<file path="config.mk">
export PLATFORM = sky130hd
export DESIGN_NAME = icache_ctrl
export DESIGN_NICKNAME = d
export VERILOG_FILES = /design/src/rtl/icache_pkg.sv /design/src/rtl/icache_mshr.sv /design/src/rtl/icache_ctrl.sv
export SDC_FILE = /design/constraint.sdc
export NUM_CORES = 1
export LEC_CHECK = 0
export ABC_AREA = 1
export CAP_MARGIN = 20
export CORE_AREA = 2 2 207 209
export DETAILED_ROUTE_END_ITERATION = 6
export DIE_AREA = 0 0 209 211
export SLEW_MARGIN = 0
export SYNTH_ARGS = -nofsm -noshare
export SYNTH_HDL_FRONTEND = slang
export SYNTH_SLANG_ARGS = --single-unit
</file>
<file path="constraint.sdc">
create_clock -name clock -period 7.12 [get_ports clock]
set_clock_uncertainty 0.05 [all_clocks]
set_input_delay 1.424 -clock clock [delete_from_list [all_inputs] [get_ports clock]]
set_output_delay 1.424 -clock clock [all_outputs]
set_load 0.01 [all_outputs]
</file>
<file path="src/rtl/icache_pkg.sv">
// Shared types and address-field widths for the instruction-cache controller.
`ifndef WAYS
`define WAYS 2
`endif

package icache_pkg;

    typedef enum logic [1:0] {
        BUS_NONE  = 2'h0,
        BUS_LOAD  = 2'h1,
        BUS_STORE = 2'h2
    } bus_command_t;

    localparam int ICACHE_IDX_BITS = 5;
    localparam int ICACHE_TAG_BITS = 8;
    localparam int BLK_OFFSET_BITS = 3;
    localparam int BLK_BITS        = ICACHE_IDX_BITS + ICACHE_TAG_BITS;
    localparam int MEM_TAG_BITS    = 4;

    typedef struct packed {
        logic                    valid;
        logic [MEM_TAG_BITS-1:0] mem_tag;
        logic [BLK_BITS-1:0]     blk;
    } mshr_entry_t;

    // Block number back to a block-aligned bus address (upper half is zero).
    function automatic logic [31:0] blk_to_addr(input logic [BLK_BITS-1:0] blk);
        return {16'b0, blk, 3'b0};
    endfunction

endpackage

</file>
<file path="src/rtl/icache_mshr.sv">
// Outstanding-miss table: allocates on accepted loads, frees on matching fill tags.
module icache_mshr
    import icache_pkg::*;
#(
    parameter int MSHR_DEPTH = 4
) (
    input  logic                    clock,
    input  logic                    reset,
    input  logic                    alloc_en,
    input  logic [MEM_TAG_BITS-1:0] alloc_tag,
    input  logic [BLK_BITS-1:0]     alloc_blk,
    input  logic [MEM_TAG_BITS-1:0] fill_tag,
    input  logic [BLK_BITS-1:0]     strm_blk,
    input  logic [BLK_BITS-1:0]     miss_blk,
    output logic                    full,
    output logic                    strm_present,
    output logic                    miss_present,
    output logic                    fill_hit,
    output logic [BLK_BITS-1:0]     fill_blk
);

    mshr_entry_t entries [MSHR_DEPTH];

    logic [MSHR_DEPTH-1:0] alloc_sel;
    logic [MSHR_DEPTH-1:0] fill_sel;
    logic                  alloc_found;

    always_comb begin
        full         = 1'b1;
        strm_present = 1'b0;
        miss_present = 1'b0;
        fill_hit     = 1'b0;
        fill_blk     = '0;
        fill_sel     = '0;
        alloc_sel    = '0;
        alloc_found  = 1'b0;
        for (int i = 0; i < MSHR_DEPTH; i++) begin
            if (entries[i].valid) begin
                if (entries[i].blk == strm_blk) strm_present = 1'b1;
                if (entries[i].blk == miss_blk) miss_present = 1'b1;
                if (fill_tag != '0 && entries[i].mem_tag == fill_tag && !fill_hit) begin
                    fill_hit    = 1'b1;
                    fill_blk    = entries[i].blk;
                    fill_sel[i] = 1'b1;
                end
            end else begin
                full = 1'b0;
                if (!alloc_found) begin
                    alloc_sel[i] = 1'b1;
                    alloc_found  = 1'b1;
                end
            end
        end
    end

    // Allocation only ever targets an invalid slot and a fill only a valid one,
    // so both can land in the same cycle without conflict.
    always_ff @(posedge clock) begin
        for (int i = 0; i < MSHR_DEPTH; i++) begin
            if (reset) begin
                entries[i].valid <= 1'b0;
            end else begin
                if (fill_sel[i]) entries[i].valid <= 1'b0;
                if (alloc_en && alloc_sel[i]) begin
                    entries[i].valid   <= 1'b1;
                    entries[i].mem_tag <= alloc_tag;
                    entries[i].blk     <= alloc_blk;
                end
            end
        end
    end

endmodule

</file>
<file path="src/rtl/icache_ctrl.sv">
// Instruction-cache controller: combinational hit path, miss stream with
// sequential prefetch, tagged bus loads tracked in an MSHR, and cache fills.
module icache_ctrl
    import icache_pkg::*;
#(
    parameter int MSHR_DEPTH     = 4,
    parameter int PREFETCH_LINES = 4
) (
    input  logic                               clock,
    input  logic                               reset,
    input  logic [`WAYS-1:0][31:0]             proc2Icache_addr,
    output logic [`WAYS-1:0][63:0]             Icache_data_out,
    output logic [`WAYS-1:0]                   Icache_valid_out,
    output logic [`WAYS-1:0][ICACHE_IDX_BITS-1:0] cache_rd_idx,
    output logic [`WAYS-1:0][ICACHE_TAG_BITS-1:0] cache_rd_tag,
    input  logic [`WAYS-1:0][63:0]             cache_rd_data,
    input  logic [`WAYS-1:0]                   cache_rd_valid,
    output logic                               cache_wr_en,
    output logic [ICACHE_IDX_BITS-1:0]         cache_wr_idx,
    output logic [ICACHE_TAG_BITS-1:0]         cache_wr_tag,
    output logic [63:0]                        cache_wr_data,
    output logic [1:0]                         proc2mem_command,
    output logic [31:0]                        proc2mem_addr,
    input  logic [MEM_TAG_BITS-1:0]            mem2proc_response,
    input  logic [63:0]                        mem2proc_data,
    input  logic [MEM_TAG_BITS-1:0]            mem2proc_tag
);

    localparam int CNT_W = $clog2(PREFETCH_LINES + 1);

    logic                strm_active;
    logic [BLK_BITS-1:0] strm_blk;
    logic [CNT_W-1:0]    strm_cnt;

    logic                miss_found;
    logic [BLK_BITS-1:0] miss_blk;
    logic                mshr_full;
    logic                strm_present;
    logic                miss_present;
    logic                fill_hit;
    logic [BLK_BITS-1:0] fill_blk;
    logic [MEM_TAG_BITS-1:0] fill_tag;

    logic start_strm;
    logic issue;
    logic accepted;
    logic skip;
    logic unused_addr_bits;

    always_comb begin
        for (int w = 0; w < `WAYS; w++) begin
            cache_rd_idx[w]     = reset ? '0 : proc2Icache_addr[w][7:3];
            cache_rd_tag[w]     = reset ? '0 : proc2Icache_addr[w][15:8];
            Icache_data_out[w]  = reset ? '0 : cache_rd_data[w];
            Icache_valid_out[w] = reset ? 1'b0 : cache_rd_valid[w];
        end
    end

    always_comb begin
        unused_addr_bits = 1'b0;
        for (int w = 0; w < `WAYS; w++) begin
            unused_addr_bits = unused_addr_bits ^ (^{proc2Icache_addr[w][31:16], proc2Icache_addr[w][2:0]});
        end
    end

    // The oldest missing way in program order drives the miss stream.
    always_comb begin
        miss_found = 1'b0;
        miss_blk   = '0;
        for (int w = 0; w < `WAYS; w++) begin
            if (!miss_found && !cache_rd_valid[w]) begin
                miss_found = 1'b1;
                miss_blk   = proc2Icache_addr[w][15:3];
            end
        end
    end

    assign start_strm = !reset && miss_found && !miss_present &&
                        (!strm_active || miss_blk != strm_blk);
    assign issue      = !reset && strm_active && !strm_present && !mshr_full;
    assign accepted   = issue && (mem2proc_response != '0);
    assign skip       = !reset && strm_active && strm_present;
    assign fill_tag   = reset ? '0 : mem2proc_tag;

    icache_mshr #(
        .MSHR_DEPTH(MSHR_DEPTH)
    ) u_mshr (
        .clock        (clock),
        .reset        (reset),
        .alloc_en     (accepted),
        .alloc_tag    (mem2proc_response),
        .alloc_blk    (strm_blk),
        .fill_tag     (fill_tag),
        .strm_blk     (strm_blk),
        .miss_blk     (miss_blk),
        .full         (mshr_full),
        .strm_present (strm_present),
        .miss_present (miss_present),
        .fill_hit     (fill_hit),
        .fill_blk     (fill_blk)
    );

    // A redirect overrides any advance; the accepted load of the old stream
    // still lands in the MSHR and completes normally.
    always_ff @(posedge clock) begin
        if (reset) begin
            strm_active <= 1'b0;
            strm_cnt    <= '0;
        end else if (start_strm) begin
            strm_active <= 1'b1;
            strm_blk    <= miss_blk;
            strm_cnt    <= CNT_W'(PREFETCH_LINES);
        end else if (accepted || skip) begin
            strm_blk <= strm_blk + BLK_BITS'(1);
            strm_cnt <= strm_cnt - CNT_W'(1);
            if (strm_cnt == CNT_W'(1)) strm_active <= 1'b0;
        end
    end

    always_comb begin
        proc2mem_command = issue ? BUS_LOAD : BUS_NONE;
        proc2mem_addr    = issue ? blk_to_addr(strm_blk) : '0;
        cache_wr_en      = fill_hit;
        cache_wr_idx     = fill_hit ? fill_blk[ICACHE_IDX_BITS-1:0] : '0;
        cache_wr_tag     = fill_hit ? fill_blk[BLK_BITS-1:ICACHE_IDX_BITS] : '0;
        cache_wr_data    = fill_hit ? mem2proc_data : '0;
    end

endmodule

</file>
Word-level counts from Yosys, hierarchy flattened
Memory sizes are Yosys's and may differ from the RTL's.
Index checks and enable logic that the tools add are counted.
{"block": "op_classes", "mux": 109, "reduce_logical": 38, "n_eq_ne": 14, "bitwise": 9, "n_addsub": 2}
{"op": "$mux 64", "count": 3}
{"op": "$mux 13", "count": 12}
{"op": "$eq 13x13->1", "count": 8}
{"op": "$mux 1", "count": 84}
{"op": "$mux 8", "count": 3}
{"op": "$logic_and 1x1->1", "count": 20}
{"op": "$eq 4x4->1", "count": 4}
{"op": "$mux 16", "count": 1}
{"op": "$mux 5", "count": 3}
{"op": "$add 13x1->13 const B", "count": 1}
{"op": "$ne 13x13->1", "count": 1}
{"op": "$logic_not 1->1", "count": 9}
{"op": "$or 1x1->1", "count": 8}
{"op": "$reduce_bool 4->1", "count": 2}
{"op": "$mux 3", "count": 2}
{"op": "$mux 4", "count": 1}
{"op": "$reduce_and 2->1", "count": 2}
{"op": "$reduce_bool 2->1", "count": 2}
{"op": "$eq 3x1->1 const B", "count": 1}
{"op": "$sub 3x1->3 const B", "count": 1}
{"op": "$logic_or 1x1->1", "count": 2}
{"op": "$reduce_or 2->1", "count": 1}
{"op": "$not 1->1", "count": 1}
{"block": "word_totals", "input_bits": 268, "regBits": 17, "n_memories": 1, "ram_bits": 72, "word_cells": 177, "out_inout_bits": 268}
{"name": "u_mshr.entries", "words": 4, "width": 18, "rd": 4, "rd_clocked_by_memory_dff": 0, "write_ports": 4, "line": "icache_mshr.sv:22", "rtl": "mshr_entry_t entries [MSHR_DEPTH];"}

Longest topological paths before layout
{"block": "depth", "depth_word": 22, "ltp_mapped": 17}

Modules after synthesis
From an unflattened synthesis, not the netlist that was laid out.
{"block": "hier_totals", "cells_unflattened": 1349, "area_unflattened_um2": 8394.3}
{"mod": "icache_mshr", "seq_area_each_um2": 2162.1, "instances": 1, "cells_each": 581, "area_each_um2": 4682.0}
{"mod": "icache_ctrl", "seq_area_each_um2": 470.5, "instances": 1, "cells_each": 768, "area_each_um2": 3712.3}

Worst setup path before layout
No wires, ideal clock.
{"block": "synth_timing", "path_type": "input -> output", "start": "in reset", "end": "out cache_wr_data[54]", "path_stages": 13, "slack_ps": 2465, "t_arrival_ps": 3181, "cell_sequence": "buf_2 > inv_2 > buf_6 > nand2_2 > xor2_1 > nand3_1 > nor4_4 > nor2_2 > inv_2 > nor2_2 > buf_6 > buf_6 > nor2_1"}
{"block": "synth_via", "elab_chain_len": 18}
{"item": "start, declared", "line": "icache_ctrl.sv:10", "rtl": "input logic reset,"}
{"item": "$mux 4 *", "line": "icache_ctrl.sv:83", "rtl": "assign fill_tag = reset ? '0 : mem2proc_tag;"}
{"item": "$eq 4x4->1 or $reduce_bool 4->1 (tied branches)", "line": "icache_mshr.sv:41", "rtl": "if (fill_tag != '0 && entries[i].mem_tag == fill_tag && !fill_hit) begin"}
{"item": "$logic_and 1x1->1", "line": "icache_mshr.sv:41"}
{"item": "$mux 1", "line": "icache_mshr.sv:41"}
{"item": "$mux 1", "line": "icache_mshr.sv:38", "rtl": "if (entries[i].valid) begin"}
{"item": "$logic_not 1->1", "line": "icache_mshr.sv:41"}
{"item": "$logic_and 1x1->1", "line": "icache_mshr.sv:41"}
{"item": "$mux 1", "line": "icache_mshr.sv:41"}
{"item": "[2 not listed]"}
{"item": "$logic_and 1x1->1", "line": "icache_mshr.sv:41"}
{"item": "$mux 1", "line": "icache_mshr.sv:41"}
{"item": "$mux 1", "line": "icache_mshr.sv:38"}
{"item": "$logic_not 1->1", "line": "icache_mshr.sv:41"}
{"item": "$logic_and 1x1->1", "line": "icache_mshr.sv:41"}
{"item": "$mux 1", "line": "icache_mshr.sv:41"}
{"item": "$mux 1 *", "line": "icache_mshr.sv:38"}
{"item": "$mux 64 *", "line": "icache_ctrl.sv:126", "rtl": "cache_wr_data = fill_hit ? mem2proc_data : '0;"}
{"item": "end, declared", "line": "icache_ctrl.sv:21", "rtl": "output logic [63:0] cache_wr_data,"}
Mark *: on every way between the ends. The rest lies on a longest branch, timed or not.

Worst setup path after layout
{"block": "layout_timing", "start": "in reset", "end": "out cache_wr_tag[6]"}
{"block": "layout_via", "elab_chain_len": 18}
{"item": "$mux 4 *", "line": "icache_ctrl.sv:83"}
{"item": "$eq 4x4->1 or $reduce_bool 4->1 (tied branches)", "line": "icache_mshr.sv:41"}
{"item": "$logic_and 1x1->1", "line": "icache_mshr.sv:41"}
{"item": "$mux 1", "line": "icache_mshr.sv:41"}
{"item": "$mux 1", "line": "icache_mshr.sv:38"}
{"item": "$logic_not 1->1", "line": "icache_mshr.sv:41"}
{"item": "$logic_and 1x1->1", "line": "icache_mshr.sv:41"}
{"item": "$mux 1", "line": "icache_mshr.sv:41"}
{"item": "[2 not listed]"}
{"item": "$logic_and 1x1->1", "line": "icache_mshr.sv:41"}
{"item": "$mux 1", "line": "icache_mshr.sv:41"}
{"item": "$mux 1", "line": "icache_mshr.sv:38"}
{"item": "$logic_not 1->1", "line": "icache_mshr.sv:41"}
{"item": "$logic_and 1x1->1", "line": "icache_mshr.sv:41"}
{"item": "$mux 13 or $mux 1 (tied branches)", "line": "icache_mshr.sv:41"}
{"item": "$mux 13 or $mux 1 (tied branches)", "line": "icache_mshr.sv:38"}
{"item": "$mux 8 *", "line": "icache_ctrl.sv:125", "rtl": "cache_wr_tag = fill_hit ? fill_blk[BLK_BITS-1:ICACHE_IDX_BITS] : '0;"}
{"item": "end, declared", "line": "icache_ctrl.sv:20", "rtl": "output logic [ICACHE_TAG_BITS-1:0] cache_wr_tag,"}
Marked as above.

==> run metrics <==
status=finished clean; reg-to-reg startpoint=strm_blk[11]; Post-Synth Adder-Cell Area=less than 1%; Synth cell types=34; drt wl/cell=18.3 µm; Post-synth EDFFs=85; final WL=44000 µm; gpl congestion=around 0.96; crit path from=reset; Starting Density=roughly a fifth; worst-case reg-to-reg path depth=12; Die H=211 µm; RSZ-0062 raised after global routing=no; worst-case clock buffer depth=2; Clock Latency Late Sink=between 0.3 and 0.4 ns; Die X=209 µm; Most common cell on crit path=nand2_1; Post-synth ARST share=0%; kind of critical path=input port to output pin; grt ovf=0; Num CTS Buffers=9; Max Transition Viols Final=0; complex-gate fraction of the synthesized area=4.18%; post-synth top area share=31.2%; Crit path arrival time=4.75 ns; Rows=75; Pwr Total=0.00183 W; layout cells sized above 1=~2.8%; final setup fails=0; P&R area growth vs syn=67.6%; Tot GR Track Use=18.9%; CP Cell Sequence=buf_4 -> inv_2 -> nand2_1 -> inv_2 -> nor4_4 -> nor2_1 -> nand2_2 -> nand2_1 -> inv_1 -> nand2_1 -> inv_2 -> o21ai_0 -> nand2_1 -> clkdlybuf4s50_1; Critical Path Sink Type=output pin; fin crit period=between 6 and 7 ns; post-synthesis simple-gate area fraction=41.9%; Int Pwr=0.00117 W; core area=41800 µm²; Cells after Synth=1409; switching pwr=0.000655 W; largest family of logic cells by synthesized area=simple AND/OR/NAND/NOR gates; Critical Path RT=5.65 ns; first-pass GRT wire length=61500 µm; worst vdd ir=109 µV; period utilization=87.4%; most frequent cells in the layout=clkdlybuf4s50_1 (476), nand2_1 (422), nor2_1 (337); PortBufs=477; nets@finish=2132; IO Count=between 500 and 600; most common cell after layout, fill and taps aside=clkdlybuf4s50_1; Ys Warns=0; via count=10.3k; Worst setup SP type=input port; Yosys reg bits=89; CP Buf/Inv Count=6; part of the power in the clock network=27.6%; Max Cap Viol=0; leading area contributor after synthesis=edfxtp_1; initial antenna violation count=5; final hold vios=0; Final Hold Slack=0.460 ns; Die Area=44100 µm²; TritonCTS Sinks=89; setup TNS=0 ns; slowest stage delay, CP=between 0.5 and 0.6 ns; fmax=161 MHz; Lkg Pwr=6.69 nW; dpl hpwl=36400 µm; Crit Path Max Fanout=21; Slowest cell on crit path=clkdlybuf4s50_1; Flop pwr share=~36%; R2R Setup Slk=approximately 3.6 ns; largest net degree at the start of global routing=100; Post-CTS Setup Bufs=0; number of vias per cell=4.27; H-tree Lvls=3; CTS root buffer=clkbuf_16; Clock transition at path regs=0.08 ns; post-synthesis mux area share=0%; sequential area share after synthesis=about a third; Worst setup endpoint=cache_wr_tag[6]; Sw Ratio=35.8%; Antenna Violating Nets Remaining=0; XOR/XNOR Fraction of Synth Area=between 2 and 2.5%; PwrDens=134 nW/µm²; drt first pass iters=6; top post-synthesis cells by area=edfxtp_1 (31%), nand2_1 (19%), nor2_1 (16%), inv_1 (14%), nand3_1 (3.7%); type of the most critical hold path=register to register; Slew @ Worst Pin=roughly 1.1 ns; cell family with most CP delay=buffers and inverters; Stages on worst setup path=14; Logic pwr share=36.0%; Post-route DRC=0; Slew Limit Headroom=26.3%; hold buffers post-CTS=0; Post-Syn Area=8170 µm²; cts repair resizes=0; Top FF cell, synth=edfxtp_1; R2R Path End=u_mshr.entries[3][0]; CTS tree=yes; vias in the first global route=9675; post-synthesis area per instance=between 5 and 6 µm²; iteration-0 DRC count of the detailed router=1062
[flip-flops by register name, summed over array words and instances, names as in the netlist]
name            count
strm_active         1
strm_blk           13
strm_cnt            3
u_mshr.entries     72
[stage by stage]
stage	utilization [%]	area (µm²)	instances	setup WS, ns
6_report	32.8	13700	2408	0.898
5_1_grt	32.8	13700	2408	0.666
2_1_floorplan	-	8240	1428	2.47
4_1_cts	32.8	13700	2405	0.891
3_3_place_gp	32.0	13400	2389	0.919
3_5_place_dp	32.0	13400	2389	0.903
[power by group through the flow]
stage               clock network [W]  registers, W  logic (W)
floorplan                           0      0.000643   0.000310
detailed placement                  0      0.000675   0.000656
CTS                          0.000506      0.000663   0.000659
global placement                    0      0.000674   0.000654
finish                       0.000505      0.000665   0.000660
global route                 0.000527      0.000669   0.000714
[logic make-up after synthesis]
family,after synthesis
and+or+nand+nor,856
buffers and inverters,380
DFF,89
AOI/OAI and AO/OA,61
xor gates and xnor gates,19
adders and majority gates,3
other,1
[cell usage after synthesis (3+ instances only)]
cell type  number
nand2_1       422
nor2_1        338
nand2_2         4
a21oi_1        15
xor2_1         17
nor3_1          5
o211ai_1       11
nand3_1        60
o21ai_0        19
inv_1         308
inv_2           7
nand4_1         8
buf_4          22
dfxtp_1         4
clkbuf_1       27
o22ai_1         7
or2_2           8
o21ai_1         9
buf_2           5
buf_6           7
edfxtp_1       85
ha_1            3
[final cells by class]
cell class	instances	area [µm²]
timing repair buffer	485	4830
multi-input combinational	959	4050
clock buffer	9	225
fill	4554	28100
sequential	89	2630
tap	539	674
clock inverter	7	78.8
inverter	317	1190
antenna	3	7.51
[worst reg2reg max path, delay by kind of cell, from the launching register on]
kind / cells / cell delay (ns)
AOI/OAI and AO/OA: 1 / 0.28
DFF: 1 / 0.59
and+or+nand+nor: 8 / 0.83
buffers and inverters: 3 / 1.41
[layer usage]
layer  up-vias  track usage, %  part of all wire [%]
li1       5021               -                     -
met1      4626            22.2                    38
met2       563            34.2                    51
met3        67            3.55                   8.0
met4         4            6.90                   3.4
met5         -               0                 0.061
[worst min path at each step]
stage	from	slack, ns	cells after the start	end
floorplan	strm_cnt[1]	0.41	2	strm_cnt[1]
global placement	strm_cnt[1]	0.42	2	strm_cnt[1]
detailed placement	strm_cnt[1]	0.45	2	strm_cnt[1]
CTS	strm_cnt[1]	0.46	2	strm_cnt[1]
global route	strm_cnt[1]	0.47	2	strm_cnt[1]
finish	strm_cnt[1]	0.46	2	strm_cnt[1]
No activity file was read; power rests on OpenSTA's default activity.
